$ cat src/rtl/rr_arb_dec8.sv
// Round-robin arbiter for 8 requesters with registered binary select and one-hot grant.
// Optional watchdog compiled in by defining RR_ARB_TIMEOUT_EN.
module rr_arb_dec8 #(
    parameter int unsigned TIMEOUT = 16
) (
    input  logic       clk,
    input  logic       rst,
    input  logic [7:0] req,
    input  logic       done,
    output logic [2:0] s,
    output logic       enable,
    output logic [7:0] grant,
    output logic       timeout
);

    typedef enum logic {
        IDLE  = 1'b0,
        GRANT = 1'b1
    } state_t;

    state_t     state, state_nxt;
    logic [2:0] ptr, ptr_nxt;
    logic [2:0] s_nxt;
    logic [2:0] pick;
    logic       found;
    logic       release_n;
    logic       release_t;

    if ((TIMEOUT < 2) || (TIMEOUT > 255)) begin : g_bad_timeout
        $error("rr_arb_dec8: TIMEOUT must be in 2..255");
    end

    // First set request at or above ptr, wrapping 7 -> 0.
    always_comb begin
        pick  = '0;
        found = 1'b0;
        for (int unsigned i = 0; i < 8; i++) begin
            if (!found && req[ptr + 3'(i)]) begin
                pick  = ptr + 3'(i);
                found = 1'b1;
            end
        end
    end

    assign release_n = (state == GRANT) && (done || !req[s]);

    always_comb begin
        state_nxt = state;
        ptr_nxt   = ptr;
        s_nxt     = s;
        case (state)
            IDLE: begin
                if (found) begin
                    state_nxt = GRANT;
                    s_nxt     = pick;
                end
            end
            GRANT: begin
                if (release_n || release_t) begin
                    state_nxt = IDLE;
                    ptr_nxt   = s + 3'd1;
                end
            end
            default: state_nxt = IDLE;
        endcase
    end

    always_ff @(posedge clk or posedge rst) begin
        if (rst) begin
            state <= IDLE;
            ptr   <= '0;
            s     <= '0;
            grant <= '0;
        end else begin
            state <= state_nxt;
            ptr   <= ptr_nxt;
            s     <= s_nxt;
            grant <= (state_nxt == GRANT) ? (8'd1 << s_nxt) : '0;
        end
    end

    assign enable = (state == GRANT);

`ifdef RR_ARB_TIMEOUT_EN
    logic [7:0] cnt;
    logic       timeout_q;

    // cnt is zero in the first GRANT cycle, so release lands on GRANT cycle TIMEOUT.
    assign release_t = (state == GRANT) && !release_n && (cnt == 8'(TIMEOUT - 1));

    always_ff @(posedge clk or posedge rst) begin
        if (rst) begin
            cnt       <= '0;
            timeout_q <= 1'b0;
        end else begin
            timeout_q <= release_t;
            cnt       <= ((state == GRANT) && (state_nxt == GRANT)) ? cnt + 8'd1 : '0;
        end
    end

    assign timeout = timeout_q;
`else
    assign release_t = 1'b0;
    assign timeout   = 1'b0;
`endif

endmodule

$ cat config.mk
export PLATFORM = sky130hd
export DESIGN_NAME = rr_arb_dec8
export DESIGN_NICKNAME = d
export VERILOG_FILES = /design/src/rtl/rr_arb_dec8.sv
export SDC_FILE = /design/constraint.sdc
export NUM_CORES = 1
export LEC_CHECK = 0
export BUFFER_PORTS_ARGS = -buffer_cell sky130_fd_sc_hd__buf_2
export CAP_MARGIN = 5
export CORE_ASPECT_RATIO = 1.25
export CORE_MARGIN = 2
export CORE_UTILIZATION = 35
export CTS_CLUSTER_DIAMETER = 30
export DETAILED_ROUTE_END_ITERATION = 7
export GPL_TIMING_DRIVEN = 0
export PLACE_DENSITY = 0.61
export SETUP_SLACK_MARGIN = 0.4
export SLEW_MARGIN = 0
export SYNTH_ARGS = -nofsm -noshare
export SYNTH_HDL_FRONTEND = slang
export SYNTH_SLANG_ARGS = --single-unit
$ cat constraint.sdc
create_clock -name clk -period 7.7 [get_ports clk]
set_input_delay 0.385 -clock clk [delete_from_list [all_inputs] [get_ports clk]]
set_output_delay 0.385 -clock clk [all_outputs]
set_load 0.1 [all_outputs]
## After elaboration in Yosys (flattened, before gate mapping)

Cells that the tools add are included.

| storage, ports and cells | value |
|---|---|
| register bits after elaboration | 15 |
| input port bits | 11 |
| output and inout bits | 13 |

| cells by class | value |
|---|---|
| add/sub/neg operators | 8 |
| $lt $le $gt $ge | 9 |
| shift-type cells | 1 |
| muxes and demuxes | 40 |
| bitwise gates (word level) | 1 |
| reduce and logical (&&, ||, !) cells | 18 |

Operators with widths:

| operator | number |
|---|---|
| 3-bit by 4-bit < comparator with 1-bit output, second input constant | 9 |
| 3-bit two-way mux | 10 |
| 1-bit binary-select mux with 3-bit select | 9 |
| 1-bit two-way mux | 19 |
| 3-bit adder, second input constant | 4 |
| 1-bit logical AND | 8 |
| 1-bit zero test | 8 |
| 8-bit two-way mux | 1 |
| 1-bit by 3-bit << shifter with 8-bit output, first input constant | 1 |
| 3-bit by 1-bit adder with 3-bit output, second input constant | 2 |
| 3-bit by 2-bit adder with 3-bit output, second input constant | 2 |
| 1-bit one-hot mux with 2 select lines | 1 |
| 2-bit AND reduction | 1 |
| 1-bit logical OR | 1 |
| 1-bit NOT | 1 |

## Depth between registers and ports, before layout

| depth | value |
|---|---|
| depth after elaboration | 28 |
| depth in mapped cells | 12 |

## Least setup slack after synthesis

Ideal clock, no wire load.

| timing | value |
|---|---|
| path kind | register to register |
| start point | register ptr[1] |
| end point | register grant[1] |
| library setup time | 81 ps |
| arrival time | 2993 ps |
| slack | 4626 ps |
| stages on the path, launching flop included | 13 |
| cells stage by stage | dfrtp_1 buf_2 inv_2 ha_1 buf_6 buf_12 mux2i_1 mux4_2 a32oi_4 nor3_2 o31a_1 o31ai_4 nor3b_2 |

| on the way | value |
|---|---|
| cells in the longest elaborated chain, start to end | 28 |

Ends and longest elaborated chain:

| what | RTL line | text |
|---|---|---|
| start: declaration | 22 | `logic [2:0] ptr, ptr_nxt;` |
| start signal: assignment | 76 | `ptr <= ptr_nxt;` |
| branches (longest 24 deep; another with 3-bit by 1-bit adder with 3-bit output) | -- |  |
| 3-bit two-way mux (*) | 53 | `if (found) begin` |
| 3-bit two-way mux (*) | 51 | `case (state)` |
| via s_nxt[0] | 23 | `logic [2:0] s_nxt;` |
| 1-bit by 3-bit << shifter with 8-bit output (*) | 78 | `grant <= (state_nxt == GRANT) ? (8'd1 << s_nxt) : '0;` |
| 8-bit two-way mux (*) | 78 |  |
| end signal: assignment | 78 |  |
| end: declaration | 12 | `output logic [7:0] grant,` |

Mark *: on every way through the listed nets, which the timed path passes. The select of a mux whose other input is x is not followed.
A chain may end at the register's enable or synchronous reset.

## Final worst setup path

| timing | value |
|---|---|
| start point | register ptr[1] |
| end point | register grant[7] |

| on the way | value |
|---|---|
| cells in the longest elaborated chain, start to end | 28 |

Ends and longest elaborated chain:

| what | RTL line |
|---|---|
| branches (longest 27 deep; another with 3-bit by 1-bit adder with 3-bit output) | -- |
| 8-bit two-way mux (*) | 78 |

Every way passes the cells marked *. The select of a mux whose other input is x is not followed.

==> flow_summary.yaml <==
status:
  status: "complete, no violations"
cells_and_area:
  fillCellCount: 471
  instances_no_fill: 240
  areaGrowthSynthToFinish_pct: 13.5
  final_core_util: 0.411
  diodes: 0
  nNetsFinal: 195
  layout-drive-gt1-share: 0.356
floorplanning:
  initial_core_util: 0.362
  core_sq_um: 4730
  num_io_pins: 24
  die_y_microns: 82.2
  rows: 28
  die_w_microns: 66.5
  die_area_sq_um: 5470
synth:
  yosysTopAreaCell: "dfrtp_1"
  synthCells: 154
  ys_seq_elements: 15
  ys_top_cells_by_count: "dfrtp_1 (15), nand2_1 (15), mux2i_1 (14)"
  synth_ff_type: "dfrtp_1"
  ys_seq_area_frac: 0.219
  synth_area_leaders: "dfrtp_1 (22%), mux4_2 (11%), mux2i_1 (8.2%)"
  yosysTopAreaCellShare: 0.219
  synth-edff-count: 0
  mappedNetlistArea_sq_um: 1710
  synthArstFlopShare: 1.00
  yosysWarnings: 0
  synth_nets: 168
  syn_area_per_cell_sq_um: 11.1
  synth_cell_types: 57
sta:
  tightest_slew_ns: 0.524
  clock_skew_ns: 0.00313
  finalCritPeriodShare: 0.453
  hold_slack_ns: 0.173
  max_freq_mhz: 287
  rsz0062_at_grt: "false"
  hold_violations: 0
  setup_tns_ns: 0
  setup_viol: 0
  min_period_ns: 3.48
  slew_headroom: 0.640
  drv_slew: 0
place:
  portBuffers: 22
  place.gp.congestion: 0.816
  hpwl_microns: 3290
  dpl.cell_count: 236
setup_path:
  cp_slowest_stage_delay_ns: 0.53
  crit_required_ns: 7.83
  crit_path_max_fanout: 10
  start_kind: "flop"
  crit_slowest_cell: "mux4_2"
  crit_path_end_kind: "flop"
  arrival_ns: 3.62
  crit_chain: "buf_2, inv_2, ha_1, buf_6, buf_12, mux2i_1, mux4_2, a32o_1, a221oi_1, a221o_2, and3_1, and3b_1"
  critPathKind: "reg -> reg"
clock_tree:
  cts_tree: "built"
  clockBufferDepth: 2
  ctsHoldBuffers: 0
  cts-root-buf: "clkbuf_8"
  cts.sinks: 15
  numCtsBuffers: 3
  post_cts_resized: 0
  worstSkewPairLatency_ns: 0.24
  clk_pin_slew_ns: 0.06
  postCtsSetupRepairBufs: 0
  cts-htree-levels: 1
detailed_routing:
  firstDrtPassIters: 4
  wl_per_cell_microns: 17.4
  drtIter0Drc: 69
  final_antenna_net_count: 0
  wirelength_microns: 4180
  vias: 1395
  drc: 0
  via_per_inst: 5.81
grt:
  grt_pass1_wl_microns: 7160
  grt_use_total: 0.169
  grt_overflow: 0
  busiest_layer: "met2"
  grt_pass1_vias: 1471
  use_met3: 0.0108
  grt_max_degree: 16
  use_met1: 0.226
  antenna_found_initial: 0
  met2_usage: 0.304
min_path:
  hold_path_class: "in -> async"
flow_run:
  drv_cap: 0
## area by class of cell
class | count | area [sq um] | share of cell area
sequential | 15 | 375 | 0.193
timing repair buffer | 22 | 110 | 0.0567
buffer | 9 | 106 | 0.0548
inverter | 6 | 22.5 | 0.0116
clock buffer | 3 | 41.3 | 0.0213
tap | 60 | 75.1 | 0.0387
clock inverter | 1 | 5.00 | 0.00258
multi-input combinational | 124 | 1210 | 0.621
## flip-flops by register name, indices dropped and copies added (netlist names)
signal  count
enable      1
grant       8
ptr         3
s           3
## worst max-delay path: cells and delay by family (launching register included)
| kind | cells | cell delay (ns) |
|---|---|---|
| adder cells (fa/ha/maj) | 1 | 0.29 |
| AO/OA/AOI/OAI | 3 | 0.92 |
| buffers and inverters | 4 | 0.68 |
| multiplexers | 2 | 0.65 |
| flip-flops | 1 | 0.37 |
| AND/OR/NAND/NOR | 2 | 0.46 |
## kinds of logic (layout without fill, tap and decap cells)
logic type,count (synthesis),after routing,synth area share
adder cells (fa/ha/maj),3,3,0.0219
other,1,1,0.00219
flip-flops,15,15,0.219
XOR/XNOR,3,3,0.0198
buffers and inverters,15,41,0.0753
AO/OA/AOI/OAI,36,36,0.177
AND/OR/NAND/NOR,46,46,0.154
multiplexers,35,35,0.331
## final timing paths
path,start,to,slack [ns],depth (start not counted)
max in group asynchronous,rst,ptr[1],7.17,2
max reg2reg,ptr[1],grant[7],4.22,12
min in group clk,s[0],ptr[0],0.66,1
max,ptr[1],grant[7],4.22,12
min reg2reg,s[0],ptr[0],0.66,1
min,rst,grant[4],0.17,2
## layer usage
metal,up-vias,part of all wire
li1,669,-
met1,689,0.46
met2,33,0.50
met3,4,0.025
met4,0,0.011
met5,-,0
## cells in the final DEF, fill, tap and decap left out, types with 2 or more instances in the layout
| master | synthesis | final |
|---|---|---|
| dfrtp_1 | 15 | 15 |
| ha_1 | 3 | 3 |
| mux2i_1 | 14 | 14 |
| mux4_2 | 8 | 8 |
| buf_12 | 2 | 2 |
| o21ai_0 | 11 | 11 |
| buf_6 | 2 | 2 |
| mux2_2 | 5 | 5 |
| and3b_1 | 2 | 2 |
| a21oi_1 | 2 | 2 |
| mux2i_4 | 2 | 2 |
| buf_2 | 1 | 23 |
| nor3_1 | 9 | 9 |
| mux4_1 | 4 | 4 |
| inv_2 | 2 | 2 |
| nand4_1 | 2 | 2 |
| a211oi_1 | 3 | 3 |
| o22ai_1 | 2 | 2 |
| clkbuf_8 | 2 | 5 |
| nor3b_2 | 2 | 2 |
| nand3_1 | 4 | 4 |
| inv_1 | 4 | 4 |
| nand2_1 | 15 | 15 |
| nor3b_1 | 2 | 2 |
| a22oi_1 | 2 | 2 |
| o31ai_4 | 2 | 2 |
| nor2_1 | 2 | 2 |
## through the flow
step | cell area [sq um] | worst slack, ns
after detailed placement | 1900 | 4.23
after global placement | 1900 | 4.24
after floorplan | 1710 | 4.63
after CTS | 1940 | 4.20
after global routing | 1940 | 4.07
final | 1940 | 4.22
Power is not shown: default switching activity piles up to over one toggle a cycle in this logic, so the estimate is an artifact.
